--- src/rtl/pixel_writer_pkg.sv ---
// Shared types for the pixel writer: screen defaults, the queued write payload
// and the write FSM state.
package pixel_writer_pkg;

  localparam int SCREEN_W_DEF = 640;
  localparam int SCREEN_H_DEF = 480;
  localparam int PW_ADDR_W    = 19;
  localparam int PW_COLOR_W   = 16;

  typedef struct packed {
    logic signed [15:0] x;
    logic signed [15:0] y;
  } point2d_t;

  typedef struct packed {
    logic [PW_ADDR_W-1:0]  addr;
    logic [PW_COLOR_W-1:0] color;
  } pixel_write_t;

  typedef enum logic {
    IDLE  = 1'b0,
    WRITE = 1'b1
  } writer_state_t;

endpackage

--- src/rtl/pixel_writer_fifo.sv ---
// Synchronous FIFO of pending framebuffer writes; the extra pointer bit
// distinguishes full from empty when the indices match.
module pixel_writer_fifo
  import pixel_writer_pkg::*;
#(
  parameter int DEPTH = 8
) (
  input  logic         clk,
  input  logic         n_rst,
  input  logic         push,
  input  logic         pop,
  input  pixel_write_t din,
  output pixel_write_t dout,
  output logic         full,
  output logic         empty
);

  localparam int AW = $clog2(DEPTH);
  localparam logic [AW:0] PTR_ONE = {{AW{1'b0}}, 1'b1};

  logic [AW:0]  wr_ptr;
  logic [AW:0]  rd_ptr;
  pixel_write_t mem [DEPTH];

  always_ff @(posedge clk or negedge n_rst) begin
    if (!n_rst) begin
      wr_ptr <= '0;
      rd_ptr <= '0;
    end else begin
      if (push) wr_ptr <= wr_ptr + PTR_ONE;
      if (pop)  rd_ptr <= rd_ptr + PTR_ONE;
    end
  end

  // Payload storage carries no reset; only the pointers define validity.
  always_ff @(posedge clk) begin
    if (push) mem[wr_ptr[AW-1:0]] <= din;
  end

  assign dout  = mem[rd_ptr[AW-1:0]];
  assign empty = (wr_ptr == rd_ptr);
  assign full  = (wr_ptr[AW] != rd_ptr[AW]) && (wr_ptr[AW-1:0] == rd_ptr[AW-1:0]);

endmodule

--- src/rtl/pixel_writer.sv ---
// Clips rasterizer points to the screen, queues them, and writes them to the
// framebuffer over a req/ack handshake; reports line drain and overflow.
//
// state | meaning
// IDLE  | no write outstanding; pops the FIFO head as soon as one is queued
// WRITE | mem_wen high, addr/data held until mem_ack, then next entry or IDLE
module pixel_writer
  import pixel_writer_pkg::*;
#(
  parameter int SCREEN_W   = SCREEN_W_DEF,
  parameter int SCREEN_H   = SCREEN_H_DEF,
  parameter int FIFO_DEPTH = 8,
  parameter int ADDR_W     = PW_ADDR_W,
  parameter int COLOR_W    = PW_COLOR_W
) (
  input  logic               clk,
  input  logic               n_rst,
  input  point2d_t           point,
  input  logic               plot,
  input  logic [COLOR_W-1:0] color,
  input  logic               line_done,
  output logic               stall,
  output logic [ADDR_W-1:0]  mem_addr,
  output logic [COLOR_W-1:0] mem_wdata,
  output logic               mem_wen,
  input  logic               mem_ack,
  output logic               drained,
  output logic               overflow,
  output logic [15:0]        clip_count
);

  localparam logic signed [15:0] W_S = 16'(SCREEN_W);
  localparam logic signed [15:0] H_S = 16'(SCREEN_H);

  writer_state_t state, state_nxt;
  logic signed [15:0] px, py;
  logic               in_range;
  logic [ADDR_W-1:0]  addr_calc;
  logic               push, pop, full, empty, pending;
  pixel_write_t       push_data, pop_data;

  assign px        = point.x;
  assign py        = point.y;
  assign in_range  = (px >= 16'sd0) && (px < W_S) && (py >= 16'sd0) && (py < H_S);
  assign addr_calc = ADDR_W'(({16'd0, py} * 32'(SCREEN_W)) + {16'd0, px});

  assign push_data.addr  = PW_ADDR_W'(addr_calc);
  assign push_data.color = PW_COLOR_W'(color);
  assign push            = plot && in_range && (!full || pop);
  assign stall           = full;

  pixel_writer_fifo #(.DEPTH(FIFO_DEPTH)) u_fifo (
    .clk   (clk),
    .n_rst (n_rst),
    .push  (push),
    .pop   (pop),
    .din   (push_data),
    .dout  (pop_data),
    .full  (full),
    .empty (empty)
  );

  always_ff @(posedge clk or negedge n_rst) begin
    if (!n_rst) state <= IDLE;
    else        state <= state_nxt;
  end

  always_comb begin
    state_nxt = state;
    pop       = 1'b0;
    case (state)
      IDLE: begin
        if (!empty) begin
          pop       = 1'b1;
          state_nxt = WRITE;
        end
      end
      WRITE: begin
        if (mem_ack) begin
          if (!empty) pop       = 1'b1;
          else        state_nxt = IDLE;
        end
      end
      default: state_nxt = IDLE;
    endcase
  end

  assign mem_wen = (state == WRITE);
  // A push blocks the pulse so a pixel arriving with line_done is covered.
  assign drained = pending && empty && (state == IDLE) && !push;

  always_ff @(posedge clk or negedge n_rst) begin
    if (!n_rst) begin
      mem_addr   <= '0;
      mem_wdata  <= '0;
      pending    <= 1'b0;
      overflow   <= 1'b0;
      clip_count <= '0;
    end else begin
      if (pop) begin
        mem_addr  <= ADDR_W'(pop_data.addr);
        mem_wdata <= COLOR_W'(pop_data.color);
      end
      if (drained)        pending <= 1'b0;
      else if (line_done) pending <= 1'b1;
      if (plot && in_range && full && !pop) overflow <= 1'b1;
      if (plot && !in_range && (clip_count != 16'hFFFF))
        clip_count <= clip_count + 16'd1;
    end
  end

endmodule

--- config.mk ---
export PLATFORM = sky130hd
export DESIGN_NAME = pixel_writer
export DESIGN_NICKNAME = d
export VERILOG_FILES = /design/src/rtl/pixel_writer_pkg.sv /design/src/rtl/pixel_writer_fifo.sv /design/src/rtl/pixel_writer.sv
export SDC_FILE = /design/constraint.sdc
export NUM_CORES = 1
export LEC_CHECK = 0
export ABC_AREA = 0
export CORE_UTILIZATION = 52
export CTS_CLUSTER_SIZE = 24
export DETAILED_ROUTE_END_ITERATION = 8
export PLACE_DENSITY = 0.72
export SETUP_SLACK_MARGIN = 0.05
export SYNTH_ARGS = -nofsm -noshare
export SYNTH_HDL_FRONTEND = slang
export SYNTH_SLANG_ARGS = --single-unit
--- constraint.sdc ---
create_clock -name clk -period 4.5 [get_ports clk]
set_input_delay 0.675 -clock clk [delete_from_list [all_inputs] [get_ports clk]]
set_output_delay 0.675 -clock clk [all_outputs]
set_load 0.1 [all_outputs]
; ---- Word level (Yosys, flattened, before mapping)
; Memories as Yosys holds them, arrays and structs flattened. A register that Yosys moved wholly into a read port is not among the register bits.
; Cells that the tools add are included.
; W data, S select, Z words.
[classes]
add_sub_neg = 4
mul = 1
order_cmp = 4
eq_ne = 4
mux = 9
bitwise = 1
n_reduce_logical = 20
[ops]
columns = op, n
row1 = $ge A16 B1 Y1 const B, 2
row2 = $add A19 B16 Y19, 1
row3 = $add A16 B1 Y16 const B, 1
row4 = $lt A16 B10 Y1 const B, 1
row5 = $lt A16 B11 Y1 const B, 1
row6 = $mul A16 B3 Y12 const B, 1
row7 = $ne A16 B16 Y1 const B, 1
row8 = $logic_and A1 B1 Y1, 13
row9 = $add A4 B1 Y4 const B, 2
row10 = $mux W1, 7
row11 = $logic_not A1 Y1, 5
row12 = $eq A4 B4 Y1, 1
row13 = $pmux W1 S2, 2
row14 = $eq A3 B3 Y1, 1
row15 = $reduce_bool A2 Y1, 1
row16 = $logic_or A1 B1 Y1, 1
row17 = $ne A1 B1 Y1, 1
row18 = $not A1 Y1, 1
[totals]
register_bits = 27
mem_bits_rw = 280
input_bits = 53
out_inout_bits = 55
memories = 1
[mem_list]
columns = memory, depth, word_bits, rd, rd_clocked_by_memory_dff, wr, line_no
row1 = u_fifo.mem, 8, 35, 1, 1, 1, pixel_writer_fifo.sv:23  ; pixel_write_t mem [DEPTH];

; ---- Logic depth before layout (Yosys ltp)
[depth]
depth_word = 9
mapped_depth = 13
mapped_depth_nobuf = 13

; ---- Cells and area by module
; From an unflattened synthesis, not the netlist that was laid out.
[hier_totals]
hier_cells = 712
hier_area_um2 = 14276.2
[by_module_without_submodules]
columns = mod, instances, cells_per_inst, area_per_inst_um2, seq_area_each_um2
row1 = pixel_writer_fifo, 1, 448, 11160.7, 8608.3
row2 = pixel_writer, 1, 264, 3115.5, 1351.3

; ---- Worst setup path before layout
; No wires, ideal clock.
[synth_path]
path_type = reg-to-output
startpoint = register u_fifo.rd_ptr[2]
endpoint = output drained
arrival_time_ns = 4.186
t_required_ns = 3.825
setup_slack_ns = -0.361
path_stages_with_launch = 6
path_cell_list = dfrtp_1 buf_2 xor2_1 nor3_1 nand2_1 nor4b_1
[synth_via]
elab_chain_len = 8
word_cells_on_any_way = 13
classes_between = eq/ne (2) / mux (3) / reduce/logical (8)
[synth_rtl]
columns = item, line_no
row1 = from (decl), pixel_writer_fifo.sv:22  ; logic [AW:0] rd_ptr;
row2 = from (signal assigned), pixel_writer_fifo.sv:31  ; if (pop) rd_ptr <= rd_ptr + PTR_ONE;
row3 = $eq A4 B4 Y1, pixel_writer_fifo.sv:41  ; assign empty = (wr_ptr == rd_ptr);
row4 = $mux W1, "pixel_writer.sv:73, pixel_writer.sv:80"
row5 = $mux W1, pixel_writer.sv:79  ; if (mem_ack) begin
row6 = $pmux W1 S2, pixel_writer.sv:71  ; case (state)
row7 = $logic_or A1 B1 Y1, pixel_writer.sv:49  ; assign push = plot && in_range && (!full || pop);
row8 = $logic_and A1 B1 Y1, pixel_writer.sv:49
row9 = $logic_not A1 Y1, pixel_writer.sv:90  ; assign drained = pending && empty && (state == IDLE) && !push;
row10 = $logic_and A1 B1 Y1 (*), pixel_writer.sv:90
row11 = to (decl), pixel_writer.sv:27  ; output logic drained,
; Mark *: on every way between the ends. The rest lies on a longest branch, timed or not.

; ---- Worst setup path after layout
[layout_path]
startpoint = input point[1] (netlist name)
endpoint = memory u_fifo.mem[7][34] (netlist name), data pin
[layout_via]
elab_chain_len = 2
[layout_rtl]
columns = item, line_no
row1 = from (decl), pixel_writer.sv:18  ; input point2d_t point,
row2 = $mul A16 B3 Y12, pixel_writer.sv:45  ; assign addr_calc = ADDR_W'(({16'd0, py} * 32'(SCREEN_W)) + {16'd0, px});
row3 = $add A19 B16 Y19, pixel_writer.sv:45
row4 = via addr_calc[18], pixel_writer.sv:38  ; logic [ADDR_W-1:0] addr_calc;
row5 = to (decl), pixel_writer_fifo.sv:23
; The timed path passes the listed nets, and every way through them passes these cells.

==> out/metrics.yaml <==
status: "finished with violations"
violations: "DRC"
r2r-end: "u_fifo.mem[2][5]"
antenna_found_initial: 0
r2r_cells: 6
htreeDepth: 2
cp_slowest_cell: "clkdlybuf4s50_1"
startpoint_type: "primary input"
core_um2: 26100
crit_type: "primary input to flip-flop"
hp-class: "primary input to async pin"
hold_viol_final: 0
grt_pass1_vias: 7512
min_period_over_period_pct: 79.7
maxCapViolations: 0
tightest_slew_ns: 1.06
ys_top_cells_by_area: "edfxtp_1 61%, mux4_2 11%, dfrtp_1 11%"
setup_ws_ns: 0.913
synth_common_cells: "280 x edfxtp_1, 70 x mux4_2, 62 x dfrtp_1, 46 x nand2_1, 42 x o21ai_0"
hold_buffers: 0
critPathArrivalTime_ns: 3.81
postSynthAreaPerCell_um2: 18.3
synth_nets: 841
utilization_pct: 63.5
seq_area_frac_synth_pct: 71.8
syn_inst: 756
path_cells: "clkdlybuf4s50_1 -> ha_1 -> ha_1 -> inv_1 -> fa_1 -> inv_1 -> a21o_1 -> a21oi_1 -> xnor2_1 -> ha_1 -> o211ai_1 -> o21ai_0 -> nand3_1 -> xnor2_1"
drive_gt1_share_pct: 17.2
post-cts-setup-buffers: 0
grt_first_pass_wirelength_mm: 41.2
port_buffers: 107
clk_latency_ns: 0.51
synthArstFlopShare_pct: 18.1
ys.flop_type: "edfxtp_1"
synth_top_area_cell: "edfxtp_1"
synthDistinctLibCells: 44
hold_slack_ns: 0.312
gp_congestion: 0.818
yosysMostFrequentCell: "edfxtp_1"
syn_area_um2: 13900
die_h_um: 165
cts_resized: 0
instances_no_fill: 1242
design.final.nets: 968
yosys_warnings: 0
power_mw: 10.4
critPathMaxFanout: 8
cts_buffers: 35
wl_per_cell_um: 21.5
reg2reg_from: "u_fifo.rd_ptr[0]"
worstSetupEndpointType: "flip-flop"
crit_path_max_incr_delay_ns: 0.46
dp_hpwl_mm: 15.4
power.density_nw_per_um2: 629
leakage_nw: 5.75
dp_cells: 1181
io_pins: 108
dpl_cell_area_um2: 15500
min_period_ns: 3.59
grt_usage_pct: 20.4
grt_start_max_net_pins: 73
drt-total-wl_mm: 26.7
drt_iter0_markers: 633
drv_slew: 0
synth_edf_count: 280
yosys_register_bits: 342
root_buffer: "clkbuf_16"
dieArea_um2: 27300
pre_cts_ws_ns: 0.413
dr.pass1.iters: 6
ant_nets: 0
cts_tree: "yes"
cp_data_required_time_ns: 4.73
initial_core_util_pct: 53.1
dr_total_vias: 7180
std_cell_rows: 59
peakVddDrop_mv: 0.431
fin_skew_ns: 0.0150
slew_headroom_pct: 29.3
rrSetupSlack_ns: 1.50
clk_pin_slew_ns: 0.06
cts_sinks: 342
syn2layout_area_growth_pct: 19.7
synth.top_cell.area_share_pct: 60.6
vias_per_cell: 5.78
drc: 15
insertedDiodeCount: 0
cpMostUsedCell: "ha_1"
die_x_um: 165
setup_viol: 0
clockBufferDepth: 3
final_area_um2: 16600
overflow: 0
fmax_mhz: 279
setup_tns_ns: 0
rsz0062_at_grt: "no"
## logic make-up (layout without fill, tap and decap cells)
logic type	Yosys count	in the layout	synth area share [%]
AND/OR/NAND/NOR	119	119	4.04
adder cells (fa/ha/maj)	32	32	3.00
AO/OA/AOI/OAI	74	74	3.23
multiplexers	108	108	14.1
XOR/XNOR	40	40	2.53
flip-flops	342	342	71.8
buffers and inverters	41	192	1.23
## metal layers
layer | vias to the layer above | global-route usage [%] | routed length (um)
met2 | 202 | 35.5 | 13800
met3 | 34 | 3.22 | 1230
met5 | - | 0 | 0
met4 | 0 | 5.42 | 435
li1 | 3235 | - | -
met1 | 3709 | 26.9 | 11200
## layout make-up
class	instances	area, um^2
repair buffers	120	1260
multi-input cells	373	3810
clock inverters	16	115
clock buffers	45	986
flip-flops and latches	342	9970
inverters	11	41.3
fillers	1811	9540
well taps	335	419
## worst max-delay path, delay by kind of cell
| kind | cells | cell delay (ns) |
|---|---|---|
| XOR/XNOR | 2 | 0.59 |
| AO/OA/AOI/OAI | 4 | 0.58 |
| buffers and inverters | 3 | 0.60 |
| AND/OR/NAND/NOR | 1 | 0.14 |
| adder cells (fa/ha/maj) | 4 | 1.22 |
## state kept, by name, indices dropped and copies added (netlist names)
name / cells
mem_wdata: 16
u_fifo.mem: 280
overflow: 1
u_fifo.rd_ptr: 4
mem_wen: 1
u_fifo.wr_ptr: 4
clip_count: 16
pending: 1
mem_addr: 19
## worst max-delay path by stage
stage	from	to	slack, ns	cells past startpoint
global placement	point[1]	u_fifo.mem[0][34]	0.56	14
CTS	point[2]	u_fifo.mem[2][34]	0.92	13
global route	point[1]	u_fifo.mem[1][34]	0.63	14
floorplan	u_fifo.rd_ptr[2]	u_fifo.mem[4][0]	0.46	6
finish	point[1]	u_fifo.mem[7][34]	0.91	14
detailed placement	point[1]	u_fifo.mem[3][34]	0.41	14
## power by group
part	leakage [nW]	internal, mW	switching [mW]
logic	1.93	1.27	2.45
clock network	0.538	1.61	1.13
registers	3.28	3.76	0.236
## layout by cell type (no fill, tap or decap), types with 5 or more instances in the layout
cell	n
edfxtp_1	280
nor2_4	6
mux2i_1	35
nor2_1	18
buf_12	8
o21a_1	6
ha_1	30
o21ai_0	42
nand2_1	45
clkinv_1	5
xor2_1	12
clkbuf_1	5
xnor2_1	28
buf_4	8
dfrtp_1	59
nand4_1	10
clkbuf_16	37
mux4_2	70
clkinv_2	5
clkdlybuf4s50_1	104
nor3_1	6
a21oi_1	8
nand3_1	11
inv_1	11
No activity file was read; power rests on OpenSTA's default activity.
